`config.mk`:
```
export PLATFORM = sky130hd
export DESIGN_NAME = vga_gen
export DESIGN_NICKNAME = d
export VERILOG_FILES = /design/src/rtl/vga_gen.sv
export SDC_FILE = /design/constraint.sdc
export NUM_CORES = 1
export LEC_CHECK = 0
export BUFFER_PORTS_ARGS = -buffer_cell sky130_fd_sc_hd__buf_2
export CELL_PAD_IN_SITES_DETAIL_PLACEMENT = 1
export CELL_PAD_IN_SITES_GLOBAL_PLACEMENT = 2
export CORE_MARGIN = 4
export CORE_UTILIZATION = 33
export CTS_CLUSTER_DIAMETER = 60
export DETAILED_ROUTE_END_ITERATION = 10
export PLACE_DENSITY = 0.82
export SLEW_MARGIN = 10
export SYNTH_ARGS = -nofsm -noshare
export SYNTH_HDL_FRONTEND = slang
export SYNTH_SLANG_ARGS = --single-unit
export TNS_END_PERCENT = 10
```
`constraint.sdc`:
```
create_clock -name clk_25 -period 1.8 [get_ports clk_25]
set_clock_uncertainty 0.1 [all_clocks]
set_input_delay 0.09 -clock clk_25 [delete_from_list [all_inputs] [get_ports clk_25]]
set_output_delay 0.09 -clock clk_25 [all_outputs]
set_load 0.1 [all_outputs]
```
`src/rtl/vga_gen.sv`:
```
// vga_gen: VGA timing generator with registered sync, data-enable,
// coordinates and a selectable test pattern (gradient, bars, checker, black).
// Optional build macro: VGA_BORDER_EN adds a one-pixel all-ones frame border.
module vga_gen #(
    parameter int unsigned H_ACTIVE = 640,
    parameter int unsigned H_FP     = 16,
    parameter int unsigned H_SYNC   = 96,
    parameter int unsigned H_BP     = 48,
    parameter int unsigned V_ACTIVE = 480,
    parameter int unsigned V_FP     = 10,
    parameter int unsigned V_SYNC   = 2,
    parameter int unsigned V_BP     = 33,
    parameter int unsigned CW       = 5,
    parameter bit          HS_POL   = 1'b0,
    parameter bit          VS_POL   = 1'b0
) (
    input  logic          clk_25,
    input  logic          rst_n,
    input  logic [1:0]    mode,
    output logic [CW-1:0] red,
    output logic [CW-1:0] green,
    output logic [CW-1:0] blue,
    output logic          hsync,
    output logic          vsync,
    output logic          de,
    output logic [10:0]   x,
    output logic [10:0]   y,
    output logic          frame_start
);

    localparam int unsigned CNT_W    = 11;
    localparam int unsigned H_TOTAL  = H_ACTIVE + H_FP + H_SYNC + H_BP;
    localparam int unsigned V_TOTAL  = V_ACTIVE + V_FP + V_SYNC + V_BP;
    localparam int unsigned HS_START = H_ACTIVE + H_FP;
    localparam int unsigned HS_END   = HS_START + H_SYNC;
    localparam int unsigned VS_START = V_ACTIVE + V_FP;
    localparam int unsigned VS_END   = VS_START + V_SYNC;
    localparam int unsigned BAND1    = H_ACTIVE / 3;
    localparam int unsigned BAND2    = (2 * H_ACTIVE) / 3;
    localparam int unsigned BAR_W    = ((H_ACTIVE / 8) == 0) ? 1 : (H_ACTIVE / 8);

    localparam logic [1:0] MODE_GRAD  = 2'd0;
    localparam logic [1:0] MODE_BARS  = 2'd1;
    localparam logic [1:0] MODE_CHECK = 2'd2;

    logic [CNT_W-1:0] h_cnt_q, h_cnt_d;
    logic [CNT_W-1:0] v_cnt_q, v_cnt_d;
    logic [1:0]       active_mode_q, active_mode_d;
    logic [CW-1:0]    red_q, red_d, green_q, green_d, blue_q, blue_d;
    logic             hsync_q, hsync_d, vsync_q, vsync_d;
    logic             de_q, de_d, frame_start_q, frame_start_d;
    logic [10:0]      x_q, x_d, y_q, y_d;

    logic             h_last, v_last, visible;
    logic [CNT_W-1:0] bar_idx;
    logic [2:0]       bar;
    logic [CW-1:0]    ones, intensity;
`ifdef VGA_BORDER_EN
    logic             border;
`endif

    // Next counter state, pattern colour and sync levels from the current counters
    always_comb begin
        h_cnt_d       = h_cnt_q + CNT_W'(1);
        v_cnt_d       = v_cnt_q;
        active_mode_d = active_mode_q;
        red_d         = '0;
        green_d       = '0;
        blue_d        = '0;
        ones          = {CW{1'b1}};
        intensity     = CW'(v_cnt_q >> 4);
        bar_idx       = h_cnt_q / CNT_W'(BAR_W);
        bar           = (bar_idx > CNT_W'(7)) ? 3'd7 : bar_idx[2:0];

        h_last  = (h_cnt_q == CNT_W'(H_TOTAL - 1));
        v_last  = (v_cnt_q == CNT_W'(V_TOTAL - 1));
        visible = (h_cnt_q < CNT_W'(H_ACTIVE)) && (v_cnt_q < CNT_W'(V_ACTIVE));

        if (h_last) begin
            h_cnt_d = '0;
            v_cnt_d = v_last ? '0 : (v_cnt_q + CNT_W'(1));
            if (v_last) begin
                active_mode_d = mode;
            end
        end

        if (visible) begin
            case (active_mode_q)
                MODE_GRAD: begin
                    if (h_cnt_q < CNT_W'(BAND1)) begin
                        red_d = intensity;
                    end else if (h_cnt_q < CNT_W'(BAND2)) begin
                        green_d = intensity;
                    end else begin
                        blue_d = intensity;
                    end
                end
                MODE_BARS: begin
                    red_d   = bar[2] ? '0 : ones;
                    green_d = bar[1] ? '0 : ones;
                    blue_d  = bar[0] ? '0 : ones;
                end
                MODE_CHECK: begin
                    if ((h_cnt_q[5] ^ v_cnt_q[5]) == 1'b0) begin
                        red_d   = ones;
                        green_d = ones;
                        blue_d  = ones;
                    end
                end
                default: begin
                    red_d   = '0;
                    green_d = '0;
                    blue_d  = '0;
                end
            endcase
`ifdef VGA_BORDER_EN
            border = (h_cnt_q == '0) || (h_cnt_q == CNT_W'(H_ACTIVE - 1)) ||
                     (v_cnt_q == '0) || (v_cnt_q == CNT_W'(V_ACTIVE - 1));
            if (border) begin
                red_d   = ones;
                green_d = ones;
                blue_d  = ones;
            end
        end else begin
            border = 1'b0;
`endif
        end

        hsync_d = ((h_cnt_q >= CNT_W'(HS_START)) && (h_cnt_q < CNT_W'(HS_END))) ? HS_POL : ~HS_POL;
        vsync_d = ((v_cnt_q >= CNT_W'(VS_START)) && (v_cnt_q < CNT_W'(VS_END))) ? VS_POL : ~VS_POL;
        de_d          = visible;
        x_d           = 11'(h_cnt_q);
        y_d           = 11'(v_cnt_q);
        frame_start_d = (h_cnt_q == '0) && (v_cnt_q == '0);
    end

    // Counter, mode and output registers; outputs lag the counters by one clock
    always_ff @(posedge clk_25 or negedge rst_n) begin
        if (!rst_n) begin
            h_cnt_q       <= '0;
            v_cnt_q       <= '0;
            active_mode_q <= '0;
            red_q         <= '0;
            green_q       <= '0;
            blue_q        <= '0;
            hsync_q       <= ~HS_POL;
            vsync_q       <= ~VS_POL;
            de_q          <= 1'b0;
            x_q           <= '0;
            y_q           <= '0;
            frame_start_q <= 1'b0;
        end else begin
            h_cnt_q       <= h_cnt_d;
            v_cnt_q       <= v_cnt_d;
            active_mode_q <= active_mode_d;
            red_q         <= red_d;
            green_q       <= green_d;
            blue_q        <= blue_d;
            hsync_q       <= hsync_d;
            vsync_q       <= vsync_d;
            de_q          <= de_d;
            x_q           <= x_d;
            y_q           <= y_d;
            frame_start_q <= frame_start_d;
        end
    end

    assign red         = red_q;
    assign green       = green_q;
    assign blue        = blue_q;
    assign hsync       = hsync_q;
    assign vsync       = vsync_q;
    assign de          = de_q;
    assign x           = x_q;
    assign y           = y_q;
    assign frame_start = frame_start_q;

endmodule

```
==> metrics.md <==
| Metric | Value |
|---|---|
| Outcome | finished, violations left |
| Failing checks | setup timing |
| Top cell type's share of synthesized area | 49.5% |
| Synthesized Nets | 309 |
| Rows | 35 |
| Syn_area_per_cell | 10.6 um^2 |
| Async set or reset register ratio after synthesis | 100% |
| Clock Tree Root | clkbuf_8 |
| Worst slew pin tran | 0.507 ns |
| Min-Delay Path Class | in -> async |
| Final max-slew violation count | 0 |
| Worst setup margin | -0.205 ns |
| Synth Flop Type | dfrtp_1 |
| Vias in the first global route | 2,901 |
| Via count | 2,748 |
| CP Class | reg -> reg |
| Clock latency on the worst-skew pair | 0.35 ns |
| CP max stage cell | a2111o_1 |
| Antenna violations before repair | 0 |
| Total power | 2.90 mW |
| Ports | 45 |
| FF-to-FF setup slack | -0.20 ns |
| Crit. End Element | flop |
| CP Launch Type | flop |
| Vias/cell | 4.99 |
| GR Overflow Total | 0 |
| Period Utilization, post-route | 111% |
| WHS | 0.0494 ns |
| Synth cell types | 61 |
| Die footprint | 0.0113 mm^2 |
| Final Hold Vio Count | 0 |
| Non-Filler Instances | 551 |
| FF-to-FF End | blue[0] |
| PwrDens | 660 mW/mm^2 |
| Syn Inst Count | 301 |
| CTS H-tree lvls | 3 |
| Worst VDD drop | 0.319 mV |
| Max Cap Viol | 0 |
| Area growth syn-to-layout | 37.8% |
| Final setup viols | 15 |
| Placed wire-length estimate | 6580 um |
| Pre-CTS setup slack | -0.247 ns |
| Initial Utilization | 34.1% |
| R2R depth | 6 |
| Unrepaired setup endpoints after global routing | yes |
| Critical Path Most Common Cell | a31oi_1 |
| Seq cells post-synth | 65 |
| Max incr delay on CP | 0.45 ns |
| EDFF count, synth | 0 |
| DRT iter0 DRCs | 93 |
| Delay-heaviest family, CP | compound AO/OA/AOI/OAI gates |
| Gpl congestion | 0.878 |
| Clk sink count | 65 |
| Final core occ | 47.0% |
| Antenna Cells | 0 |
| Area contributors post-synth | dfrtp_1 (50%), nand2_1 (3.1%), xnor2_1 (3.0%) |
| Largest net degree at the start of global routing | 26 |
| Drt first pass iters | 4 |
| Core ar. | 0.00933 mm^2 |
| DR WL/cell | 16.7 um |
| CP arrival | 2.16 ns |
| Crit-path max FO | 5 |
| Post-synth top area cell | dfrtp_1 |
| Filler cells | 1,040 |
| Gr usage total | 17.1% |
| Antenna Nets Post-Route | 0 |
| Buf/Inv on CP | 1 |
| Worst reg2reg path startpoint | h_cnt_q[9] |
| Max Freq | 499 MHz |
| Layout Nets | 425 |
| CTS tree | built |
| Leakage | 2.09 nW |
| Die height | 106 um |
| Ratio of cells with drive above 1 in the final layout | 42.4% |
| Clk buf depth | 2 |
| Crit path cell chain | buf_6 > o31a_1 > a31oi_1 > o22ai_1 > a2111o_1 > a31oi_1 |
| Synthesized area | 0.00318 mm^2 |
| First-pass GRT wire length | 15,200 um |
| Critical path required time | 1.96 ns |
| Drt total wl | 9180 um |
| I/O Buffers | 44 |
| Placed cell count | 521 |
| Die width | 106 um |
| Clock transition at path regs | 0.08 ns |
| YS warnings | 0 |
| CTS Buf Count | 9 |
| Final Critical Period | 2.00 ns |
| Max-Slew Margin vs Limit | 66.4% |
| Residual DRC count | 0 |
| Register area share after synthesis | 51.2% |
cell usage in the layout, fill, tap and decap left out, types with 3 or more instances in the layout:
cell type / Yosys / final
buf_4: 6 / 73
dfrtp_1: 63 / 56
buf_2: 5 / 44
nand2_1: 26 / 25
nand3_1: 17 / 17
nor2_1: 21 / 14
a31oi_1: 13 / 13
xnor2_1: 11 / 11
o21ai_0: 13 / 10
nor2b_1: 9 / 9
clkbuf_8: 1 / 9
inv_1: 8 / 8
a21oi_1: 8 / 8
nand2b_1: 8 / 7
nor2_2: 0 / 7
dfrtp_2: 0 / 7
nand4_1: 6 / 6
xor2_1: 5 / 5
buf_6: 6 / 5
ha_1: 4 / 4
nand3b_1: 3 / 3
and2_1: 3 / 3
a32oi_1: 3 / 3
nor4b_1: 4 / 3
o31a_1: 3 / 3
o31ai_1: 4 / 3
o21ai_1: 0 / 3
dlygate4sd3_1: 0 / 3
worst max-delay path by stage:
stage | startpoint | endpoint | depth (start not counted)
after global placement | h_cnt_q[9] | blue[2] | 6
after floorplan | h_cnt_q[0] | v_cnt_q[5] | 7
final | h_cnt_q[9] | blue[0] | 6
after global routing | h_cnt_q[9] | blue[0] | 6
after CTS | h_cnt_q[10] | blue[0] | 6
after detailed placement | h_cnt_q[9] | blue[0] | 6
metrics by stage:
| step | instance area [um^2] | setup TNS, ns |
|---|---|---|
| after floorplan | 3190 | 0 |
| after global placement | 3950 | -3.09 |
| after detailed placement | 3950 | -4.15 |
| after CTS | 4280 | -1.25 |
| after global routing | 4390 | -3.39 |
| final | 4390 | -1.45 |
final cells by class:
type / count / area (um^2) / area share, %
Clock buffer: 10 / 128 / 2.91
Clock inverter: 6 / 91.3 / 2.08
Inverter: 9 / 33.8 / 0.770
Multi-Input combinational cell: 205 / 1440 / 32.8
Sequential cell: 65 / 1640 / 37.3
Tap cell: 129 / 161 / 3.68
Timing Repair Buffer: 127 / 895 / 20.4
flip-flops by register name (all words and copies together), names as in the netlist, 2 cells and up:
register       count
h_cnt_q           11
x                 11
active_mode_q      2
red                5
y                 11
blue               5
v_cnt_q           11
green              5
layer usage:
| metal | GRT usage [%] | share of wire (%) |
|---|---|---|
| met2 | 28.7 | 51 |
| met4 | 6.01 | 1.8 |
| met5 | 0 | 0 |
| met3 | 2.98 | 2.9 |
| met1 | 22.2 | 45 |
repair_timing:
item                                   in CTS  in global routing
buffers inserted                            3                  8
hold buffers                                3                  0
pin swaps                                  16                  9
endpoints found under the hold margin      66                  0
resized for setup                          18                 20
setup endpoints to repair                  33                 30
logic make-up (layout without fill, tap and decap cells):
family                     count (synthesis)  count (layout)  share of synthesized area (%)
AOI/OAI and AO/OA                         63              63                           14.4
xor gates and xnor gates                  16              16                           4.40
muxes                                      2               2                          0.707
buffers and inverters                     31             152                           6.68
DFF                                       65              65                           51.2
and+or+nand+nor                          120             120                           21.1
adders and majority gates                  4               4                           1.57
synthesized netlist by cell type, types with 6 or more instances:
library cell / instances
dfrtp_1: 63
nand2_1: 26
nor2_1: 21
nand3_1: 17
a31oi_1: 13
o21ai_0: 13
xnor2_1: 11
nor2b_1: 9
a21oi_1: 8
inv_1: 8
nand2b_1: 8
buf_4: 6
buf_6: 6
nand4_1: 6
power by group:
part	switching (mW)	internal [mW]	leakage (nW)
clock network	0.606	0.788	0.111
registers	0	1.46	0.862
logic	0.0304	0.0138	1.12
total	0.636	2.26	2.09
(Power assumes the default switching activity.)
